[src/rtl/alu_pkg.sv]
// Shared definitions for the 20-bit ALU sequencer: widths, opcode encoding,
// status flag positions and the sequencer FSM state type.
package alu_pkg;

  localparam int W     = 20;
  localparam int OPC_W = 5;

  // Opcode encoding; codes 28..31 are undefined and behave like NOP.
  localparam logic [OPC_W-1:0] OP_NOP  = 5'd0;
  localparam logic [OPC_W-1:0] OP_NOT  = 5'd1;
  localparam logic [OPC_W-1:0] OP_AND  = 5'd2;
  localparam logic [OPC_W-1:0] OP_OR   = 5'd3;
  localparam logic [OPC_W-1:0] OP_XOR  = 5'd4;
  localparam logic [OPC_W-1:0] OP_SHL  = 5'd5;
  localparam logic [OPC_W-1:0] OP_SHR  = 5'd6;
  localparam logic [OPC_W-1:0] OP_ROL  = 5'd7;
  localparam logic [OPC_W-1:0] OP_ROR  = 5'd8;
  localparam logic [OPC_W-1:0] OP_INC  = 5'd9;
  localparam logic [OPC_W-1:0] OP_DEC  = 5'd10;
  localparam logic [OPC_W-1:0] OP_ADD  = 5'd11;
  localparam logic [OPC_W-1:0] OP_ADC  = 5'd12;
  localparam logic [OPC_W-1:0] OP_SUB  = 5'd13;
  localparam logic [OPC_W-1:0] OP_SBC  = 5'd14;
  localparam logic [OPC_W-1:0] OP_SWAP = 5'd15;
  localparam logic [OPC_W-1:0] OP_EQ   = 5'd16;
  localparam logic [OPC_W-1:0] OP_LT   = 5'd17;
  localparam logic [OPC_W-1:0] OP_GT   = 5'd18;
  localparam logic [OPC_W-1:0] OP_LE   = 5'd19;
  localparam logic [OPC_W-1:0] OP_GE   = 5'd20;
  localparam logic [OPC_W-1:0] OP_JMP  = 5'd21;
  localparam logic [OPC_W-1:0] OP_JZ   = 5'd22;
  localparam logic [OPC_W-1:0] OP_JS   = 5'd23;
  localparam logic [OPC_W-1:0] OP_JZS  = 5'd24;
  localparam logic [OPC_W-1:0] OP_LSR  = 5'd25;
  localparam logic [OPC_W-1:0] OP_XSR  = 5'd26;
  localparam logic [OPC_W-1:0] OP_TRAP = 5'd27;

  // Status register layout is {C,S,Z}.
  localparam int FLAG_Z = 0;
  localparam int FLAG_S = 1;
  localparam int FLAG_C = 2;

  localparam logic [2:0] MASK_Z   = 3'b001;
  localparam logic [2:0] MASK_S   = 3'b010;
  localparam logic [2:0] MASK_ZS  = 3'b011;
  localparam logic [2:0] MASK_ALL = 3'b111;

  typedef enum logic [1:0] {
    ST_IDLE = 2'd0,
    ST_EXEC = 2'd1,
    ST_WB1  = 2'd2,
    ST_WB2  = 2'd3
  } state_t;

endpackage

[src/rtl/alu_op_core.sv]
// Combinational ALU core: computes the result, candidate flags and which
// status bits the operation is allowed to update.
module alu_op_core
  import alu_pkg::*;
(
  input  logic [OPC_W-1:0] opcode,
  input  logic [W-1:0]     a,
  input  logic [W-1:0]     b,
  input  logic             c_in,
  output logic [W-1:0]     result,
  output logic             z,
  output logic             s,
  output logic             c,
  output logic [2:0]       flag_mask,
  output logic             has_result
);

  // One extra bit so bit W holds carry-out, or borrow when subtracting.
  logic [W:0] wide;

  always_comb begin
    result     = '0;
    z          = 1'b0;
    s          = 1'b0;
    c          = c_in;
    flag_mask  = '0;
    has_result = 1'b0;
    wide       = '0;
    case (opcode)
      OP_NOT: begin result = ~a;    c = 1'b0; has_result = 1'b1; flag_mask = MASK_ALL; end
      OP_AND: begin result = a & b; c = 1'b0; has_result = 1'b1; flag_mask = MASK_ALL; end
      OP_OR:  begin result = a | b; c = 1'b0; has_result = 1'b1; flag_mask = MASK_ALL; end
      OP_XOR: begin result = a ^ b; c = 1'b0; has_result = 1'b1; flag_mask = MASK_ALL; end
      OP_SHL: begin
        result = {a[W-2:0], 1'b0}; c = a[W-1];
        has_result = 1'b1; flag_mask = MASK_ALL;
      end
      OP_SHR: begin
        result = {1'b0, a[W-1:1]}; c = a[0];
        has_result = 1'b1; flag_mask = MASK_ALL;
      end
      OP_ROL: begin result = {a[W-2:0], a[W-1]}; has_result = 1'b1; flag_mask = MASK_ZS; end
      OP_ROR: begin result = {a[0], a[W-1:1]};   has_result = 1'b1; flag_mask = MASK_ZS; end
      OP_INC: begin
        wide = {1'b0, a} + {{W{1'b0}}, 1'b1};
        result = wide[W-1:0]; c = wide[W]; has_result = 1'b1; flag_mask = MASK_ALL;
      end
      OP_DEC: begin
        wide = {1'b0, a} - {{W{1'b0}}, 1'b1};
        result = wide[W-1:0]; c = wide[W]; has_result = 1'b1; flag_mask = MASK_ALL;
      end
      OP_ADD: begin
        wide = {1'b0, a} + {1'b0, b};
        result = wide[W-1:0]; c = wide[W]; has_result = 1'b1; flag_mask = MASK_ALL;
      end
      OP_ADC: begin
        wide = {1'b0, a} + {1'b0, b} + {{W{1'b0}}, c_in};
        result = wide[W-1:0]; c = wide[W]; has_result = 1'b1; flag_mask = MASK_ALL;
      end
      OP_SUB: begin
        wide = {1'b0, a} - {1'b0, b};
        result = wide[W-1:0]; c = wide[W]; has_result = 1'b1; flag_mask = MASK_ALL;
      end
      OP_SBC: begin
        wide = {1'b0, a} - {1'b0, b} - {{W{1'b0}}, c_in};
        result = wide[W-1:0]; c = wide[W]; has_result = 1'b1; flag_mask = MASK_ALL;
      end
      // First SWAP beat carries b; the sequencer supplies a on the second.
      OP_SWAP: begin result = b; c = 1'b0; has_result = 1'b1; flag_mask = MASK_ALL; end
      OP_EQ: begin z = (a == b); flag_mask = MASK_Z; end
      OP_LT: begin s = (a < b);  flag_mask = MASK_S; end
      OP_GT: begin s = (a > b);  flag_mask = MASK_S; end
      OP_LE: begin z = (a <= b); s = (a <= b); flag_mask = MASK_ZS; end
      OP_GE: begin z = (a >= b); s = !(a >= b); flag_mask = MASK_ZS; end
      default: ;
    endcase
    if (has_result) begin
      z = (result == '0);
      s = result[W-1];
    end
  end

endmodule

[src/rtl/alu_op_sequencer.sv]
// ALU sequencer: accepts one instruction per handshake, executes it through
// alu_op_core, owns the status register and emits result beats and jump pulses.
module alu_op_sequencer
  import alu_pkg::*;
(
  input  logic             clk,
  input  logic             rst,
  input  logic             op_valid,
  output logic             op_ready,
  input  logic [OPC_W-1:0] opcode,
  input  logic [W-1:0]     opnd_a,
  input  logic [W-1:0]     opnd_b,
  output logic             res_valid,
  input  logic             res_ready,
  output logic [W-1:0]     res_data,
  output logic             res_sel,
  output logic [2:0]       status,
  output logic             jmp_taken,
  output logic [W-1:0]     jmp_target,
  output logic [1:0]       dbg_state
);

  // Handshakes: a transfer happens on a rising edge where valid && ready are
  // both high; a valid source holds its payload unchanged until that edge.

  state_t           state;
  logic [OPC_W-1:0] opc_q;
  logic [W-1:0]     a_q;
  logic [W-1:0]     b_q;

  logic [W-1:0] core_result;
  logic         core_z, core_s, core_c;
  logic [2:0]   core_mask;
  logic         core_has_result;
  logic [2:0]   next_status;
  logic         jump_take;

  assign dbg_state = state;

  alu_op_core u_core (
    .opcode     (opc_q),
    .a          (a_q),
    .b          (b_q),
    .c_in       (status[FLAG_C]),
    .result     (core_result),
    .z          (core_z),
    .s          (core_s),
    .c          (core_c),
    .flag_mask  (core_mask),
    .has_result (core_has_result)
  );

  // Flow ops see the status as it stood before this instruction.
  always_comb begin
    next_status = (status & ~core_mask) | ({core_c, core_s, core_z} & core_mask);
    jump_take   = 1'b0;
    case (opc_q)
      OP_LSR: next_status = a_q[2:0];
      OP_XSR: next_status = status ^ a_q[2:0];
      OP_JMP: jump_take = 1'b1;
      OP_JZ:  jump_take = status[FLAG_Z];
      OP_JS:  jump_take = status[FLAG_S];
      OP_JZS: jump_take = status[FLAG_Z] & status[FLAG_S];
      default: ;
    endcase
  end

  always_ff @(posedge clk or posedge rst) begin
    if (rst) begin
      state      <= ST_IDLE;
      op_ready   <= 1'b1;
      res_valid  <= 1'b0;
      res_data   <= '0;
      res_sel    <= 1'b0;
      status     <= 3'b000;
      jmp_taken  <= 1'b0;
      jmp_target <= '0;
      opc_q      <= '0;
      a_q        <= '0;
      b_q        <= '0;
    end else begin
      jmp_taken <= 1'b0;
      case (state)
        ST_IDLE: begin
          if (op_valid) begin
            opc_q    <= opcode;
            a_q      <= opnd_a;
            b_q      <= opnd_b;
            op_ready <= 1'b0;
            state    <= ST_EXEC;
          end
        end
        ST_EXEC: begin
          status <= next_status;
          if (jump_take) begin
            jmp_taken  <= 1'b1;
            jmp_target <= a_q;
          end
          if (core_has_result) begin
            res_valid <= 1'b1;
            res_sel   <= 1'b0;
            res_data  <= core_result;
            state     <= ST_WB1;
          end else begin
            op_ready <= 1'b1;
            state    <= ST_IDLE;
          end
        end
        ST_WB1: begin
          if (res_ready) begin
            if (opc_q == OP_SWAP) begin
              res_data <= a_q;
              res_sel  <= 1'b1;
              state    <= ST_WB2;
            end else begin
              res_valid <= 1'b0;
              op_ready  <= 1'b1;
              state     <= ST_IDLE;
            end
          end
        end
        ST_WB2: begin
          if (res_ready) begin
            res_valid <= 1'b0;
            res_sel   <= 1'b0;
            op_ready  <= 1'b1;
            state     <= ST_IDLE;
          end
        end
        default: state <= ST_IDLE;
      endcase
    end
  end

endmodule

[config.mk]
export PLATFORM = sky130hd
export DESIGN_NAME = alu_op_sequencer
export DESIGN_NICKNAME = d
export VERILOG_FILES = /design/src/rtl/alu_pkg.sv /design/src/rtl/alu_op_core.sv /design/src/rtl/alu_op_sequencer.sv
export SDC_FILE = /design/constraint.sdc
export NUM_CORES = 1
export LEC_CHECK = 0
export BUFFER_PORTS_ARGS = -buffer_cell sky130_fd_sc_hd__buf_2
export CAP_MARGIN = 0
export CORE_MARGIN = 10
export CORE_UTILIZATION = 35
export DETAILED_ROUTE_END_ITERATION = 10
export GPL_TIMING_DRIVEN = 1
export HOLD_SLACK_MARGIN = 0.15
export MAX_ROUTING_LAYER = met4
export PLACE_DENSITY = 0.65
export SETUP_SLACK_MARGIN = 0.5
export SLEW_MARGIN = 0
export SYNTH_ARGS = -nofsm -noshare
export SYNTH_HDL_FRONTEND = slang
export SYNTH_HIERARCHICAL = 1
export SYNTH_SLANG_ARGS = --single-unit
export TNS_END_PERCENT = 5
[constraint.sdc]
create_clock -name clk -period 4.5 [get_ports clk]
set_input_delay 0.675 -clock clk [delete_from_list [all_inputs] [get_ports clk]]
set_output_delay 0.675 -clock clk [all_outputs]
set_load 0.1 [all_outputs]
* Word-level counts from Yosys, hierarchy flattened
Index checks and enable logic that the tools add are counted.
** Operators by class
- $add $sub $neg :: 6
- Order comparisons :: 4
- Eq/ne operators :: 37
- Muxes and demuxes :: 37
- Bitwise gates (word level) :: 10
- Reductions and logical operators :: 17
** Operator list (number)
- 20-bit one-hot mux with 15 select lines :: 1
- 20-bit two-way mux :: 3
- 5-bit equality test (second input constant) :: 11
- 5-bit by 4-bit equality test with 1-bit output (second input constant) :: 8
- 20-bit one-hot mux with 2 select lines :: 1
- 20-bit by 1-bit adder with 21-bit output (second input constant) :: 1
- 20-bit by 20-bit adder with 21-bit output :: 1
- 21-bit by 1-bit adder with 21-bit output :: 1
- 20-bit by 1-bit subtractor with 21-bit output (second input constant) :: 1
- 20-bit by 20-bit subtractor with 21-bit output :: 1
- 21-bit by 1-bit subtractor with 21-bit output :: 1
- 20-bit bitwise AND :: 1
- 20-bit equality test :: 1
- 5-bit by 3-bit equality test with 1-bit output (second input constant) :: 4
- 20-bit greater-or-equal comparator :: 1
- 20-bit > comparator :: 1
- 20-bit less-or-equal comparator :: 1
- 20-bit zero test :: 1
- 20-bit < comparator :: 1
- 20-bit inverter :: 1
- 20-bit OR :: 1
- 20-bit XOR :: 1
- 1-bit two-way mux :: 17
- 5-bit AND reduction :: 3
- other kinds (29) :: 47
** Word-level totals
- Bits in registers :: 94
- Output and inout bits :: 49
- Word-level logic and storage cells :: 122

* Depth between registers and ports, before layout
- Depth in word-level cells :: 8
- Gate-level depth with buffers :: 19
- Gate-level depth less buffers :: 18

* Modules after synthesis
Netlist, hierarchy kept.
** Modules (own cells, without submodules)
- alu_op_core :: times used 1, cells an instance 942, area each 6222.2 sq um, seq. area each 0.0 sq um
- alu_op_sequencer :: times used 1, cells an instance 298, area each 4016.4 sq um, seq. area each 2353.5 sq um

* Worst setup path before layout
No wires, ideal clock.
- Kind :: register to register
- Start point :: reg a_q[0]
- End point :: reg with a tool-made name
- Library setup time :: 0.078 ns
- Arrival time :: 4.773 ns
- Required time :: 4.422 ns
- Slack :: -0.350 ns
- Stages on the path, launching flop included :: 20
- Buffers on the path :: 1
- Clock period less this slack :: 4.850 ns
- Path through :: dfrtp_1 > inv_1 > ha_1 > inv_1 > fa_1 > nor2b_4 > o211ai_2 > a21boi_1 > or4b_1 > buf_2 > or4_2 > nor2_1 > xor2_1 > a2111o_1 > or4bb_1 > nor4_1 > a41o_1 > and2_1 > o21ai_0 > o2bb2ai_1
** RTL lines
- start: declaration :: RTL line alu_op_sequencer.sv:28 : logic [W-1:0] a_q;
- start signal: assignment :: RTL line alu_op_sequencer.sv:87 : a_q <= opnd_a;

==> PnR_summary.wiki <==
{| class="wikitable"
! Metric !! Value
|-
| Status || complete, but fails checks
|-
| Failing checks || negative setup slack
|-
| Library cells used by synthesis || 99
|-
| Residual DRC || 0
|-
| Area of the mapped netlist || 10,240 sq um
|-
| Slew at the pin closest to its max-slew limit || 1.077 ns
|-
| Maximum number of pins on one net before global-route repair || 64
|-
| Final antenna-violating net count || 0
|-
| Top area cells in the synthesized netlist || dfrtp_1 (23%), ha_1 (8.2%), mux2_2 (5.3%), xnor2_1 (4.1%), a21oi_1 (4.0%)
|-
| Placed Cells incl. Taps || 1,876
|-
| CP Cell Sequence || inv_4 > ha_4 > inv_2 > fa_2 > nor2b_4 > buf_6 > o211ai_4 > a21boi_2 > or4b_4 > or4_4 > nor2_4 > xor2_1 > a2111o_1 > or4bb_4 > nor4_4 > buf_4 > a41o_1 > and2_1 > o21ai_1 > o2bb2ai_1
|-
| Root buffer cell || clkbuf_16
|-
| Top achievable clock speed || 211.5 MHz
|-
| Unrepaired setup endpoints after global routing || yes
|-
| Worst reg-to-reg setup slack || -0.23 ns
|-
| Placement-stage worst setup slack || -0.4245 ns
|-
| Count of flip-flops with a built-in enable after synthesis || 0
|-
| TritonCTS clock tree || built
|-
| Area share of the leading cell type in the synthesized netlist || 0.2273
|-
| Nets in the synthesized netlist || 1,358
|-
| CTS Hold Buffers Added || 0
|-
| Std cell rows || 62
|-
| Total of warnings raised by yosys || 6
|-
| Worst hold slack || between 0.4 and 0.5 ns
|-
| Main synth FF type || dfrtp_1
|-
| Placeable core area || 28,780 sq um
|-
| Placed cell area || ~13,000 sq um
|-
| Final count of pins violating max slew || 0
|-
| Setup-violating endpoint count in the final report || 3
|-
| Worst Path Required || 4.82 ns
|-
| Post-synthesis sequential area ratio || 0.2299
|-
| Estimated wirelength of the detail-placed design || 34,030 um
|-
| Cell count after synthesis || between 1,000 and 1,500
|-
| Sink count of the clock tree || 94
|-
| Fillers || ~2,800
|-
| Worst Setup End Kind || flip-flop
|-
| Critical R2R Launch || a_q[0]
|-
| Max FO, Critical Path || 4
|-
| Final weighted congestion in routability-driven placement || 1.028
|-
| Number of standard cells in the layout, taps in and fillers out || 1,902
|-
| Type of element launching the critical path || flip-flop
|-
| Port bufs || 97
|-
| Initial antenna violation count || 2
|-
| CP max stage delay || 0.55 ns
|-
| CTS HTree Levels || 3
|-
| Synthesis-stage register bit count || 94
|-
| Initial core utilization || 0.3558
|-
| Detailed-route wire length per cell || 23.20 um
|-
| First-pass detailed-route iteration total || 6
|-
| Latest clock arrival within the worst-skew pair || 0.38 ns
|-
| CTS clock-pin slew for the worst setup and hold paths || about 0.090 ns
|-
| Mean post-synth cell area || 8.257 sq um
|-
| Headroom to the max-slew limit || 0.2787
|-
| Layout cells sized above 1 || 0.3329
|-
| Clock buffers created by TritonCTS || 9
|-
| Proportion of synthesized flip-flops having asynchronous set or reset || 1.000
|-
| Maximum clock insertion buffer count || 2
|-
| Final number of hold-violating endpoints || 0
|-
| Post-layout min period || 4.728 ns
|-
| Overall die area || 36,490 sq um
|-
| I/O pins || 98
|-
| Final cell area excluding filler cells || 13,410 sq um
|-
| Number of global-route vias before repair || 10,940
|-
| Synth area leader || dfrtp_1
|-
| Via total after detailed routing || between 10,000 and 15,000
|-
| Wire length of the first global-routing pass || 66,760 um
|-
| Master of the slowest instance on the critical path || or4bb_4
|-
| Final worst clock skew || 0.02471 ns
|-
| Via count normalized by instance count || ~6
|-
| Width of the die || 191.0 um
|-
| Wire length after detailed routing || about 44,000 um
|-
| Class of the tightest hold or removal check || primary input to async pin
|-
| Fin crit share || 1.051
|-
| DRC marker count from the first detailed-route iteration || between 1,000 and 1,500
|-
| PnR worst setup slack || -0.2284 ns
|-
| Crit path DAT || 5.04 ns
|-
| Total area of sequential cells || 2357 sq um
|-
| Reported max-cap violation count || 0
|-
| Layout overhead on the synthesized area || 30.97%
|-
| Area used by multi-input combinational logic || 7619 sq um
|-
| Worst reg-to-reg path cell count || 20
|-
| Chip Height || between 150 and 200 um
|-
| Critical Setup Path Class || flip-flop to flip-flop
|-
| Fin nets || roughly 1,600
|-
| Global-route usage over all layers || 0.2419
|-
| Congestion Overflow GR || 0
|}
[worst max path at each step]
stage	from	slack, ns	to	cells after the start
detailed placement	a_q[0]	-0.42	flip-flop	21
finish	a_q[0]	-0.23	flip-flop	20
global placement	a_q[0]	-0.59	flip-flop	21
global route	a_q[0]	-0.40	flip-flop	21
CTS	a_q[0]	-0.16	flip-flop	21
floorplan	a_q[0]	0.15	flip-flop	19
[synth_stat cells, types with 18 or more instances]
cell type,count
dfrtp_1,93
nor2_1,107
o211ai_1,18
inv_1,68
mux2_2,48
nor4_1,24
mux2_4,19
nor3_1,36
o21ai_0,57
nand4_1,22
clkbuf_1,58
ha_1,67
nand3_1,37
a21oi_1,82
xnor2_1,48
nand2_1,74
mux2i_1,27
[logic make-up after synthesis]
| logic type | after synthesis | synth area share |
|---|---|---|
| AO/OA/AOI/OAI | 351 | 0.2425 |
| flip-flops | 94 | 0.2299 |
| XOR/XNOR | 66 | 0.05915 |
| multiplexers | 94 | 0.1071 |
| buffers and inverters | 151 | 0.06000 |
| adder cells (fa/ha/maj) | 69 | 0.08579 |
| AND/OR/NAND/NOR | 415 | 0.2157 |
[per-layer routing]
layer	vias to the layer above	share of wire	GRT usage
met4	0	0.036	0.07965
met1	5620	0.44	0.3303
met2	642	0.43	0.3547
li1	5193	-	-
met3	123	0.089	0.04082
met5	-	0	-
[final cells by class]
class / count / share of cell area
Sequential cell: 94 / 0.1758
Antenna cell: 1 / 0.0001866
Clock buffer: 11 / 0.01810
Inverter: 69 / 0.01969
Tap cell: 384 / 0.03583
Timing Repair Buffer: 343 / 0.1757
Multi-Input combinational cell: 995 / 0.5682
Clock inverter: 5 / 0.006532
[worst max-delay path, delay by kind of cell, from the launching register on]
| family | cells | cell delay (ns) |
|---|---|---|
| buffers and inverters | 4 | 0.38 |
| adders and majority gates | 2 | 0.52 |
| and+or+nand+nor | 7 | 2.22 |
| DFF | 1 | 0.44 |
| AOI/OAI and AO/OA | 6 | 1.03 |
| xor gates and xnor gates | 1 | 0.07 |
[state kept, by name, indices dropped and copies added (netlist names), 2 cells and up, named ones only]
register	count
jmp_target	20
a_q	20
dbg_state	2
res_data	20
opc_q	5
b_q	20
[stage by stage]
step / TNS [ns] / utilization
after global routing: -1.115 / 0.4659
after floorplan: 0 / -
final: -0.3197 / 0.4659
after global placement: -1.214 / 0.4434
after detailed placement: -1.087 / 0.4434
after CTS: -0.2708 / 0.4600
[repair_timing]
item | 4_1_cts | 5_1_grt
cloned | 0 | 0
setup buffers | 2 | 7
setup endpoints to repair | 9 | 11
pin swaps | 11 | 19
resized for setup | 27 | 20
[layout by cell type (no fill, tap or decap), types with 11 or more instances in the layout]
cell / instances
a21oi_1: 82
a21o_1: 11
nor2_1: 103
nand2b_1: 15
ha_1: 62
a211oi_1: 13
buf_4: 242
nand3_1: 37
mux2_2: 48
a222oi_1: 15
nand4_1: 22
buf_2: 97
a221oi_1: 12
o21ai_0: 53
inv_1: 63
nor4_1: 16
o22ai_1: 14
xor2_1: 16
o211ai_1: 18
nand2_1: 74
xnor2_1: 46
nor3_1: 35
mux2_4: 19
dfrtp_1: 90
mux2i_1: 27
Power is not shown: default switching activity piles up to over one toggle a cycle in this logic, so the estimate is an artifact.
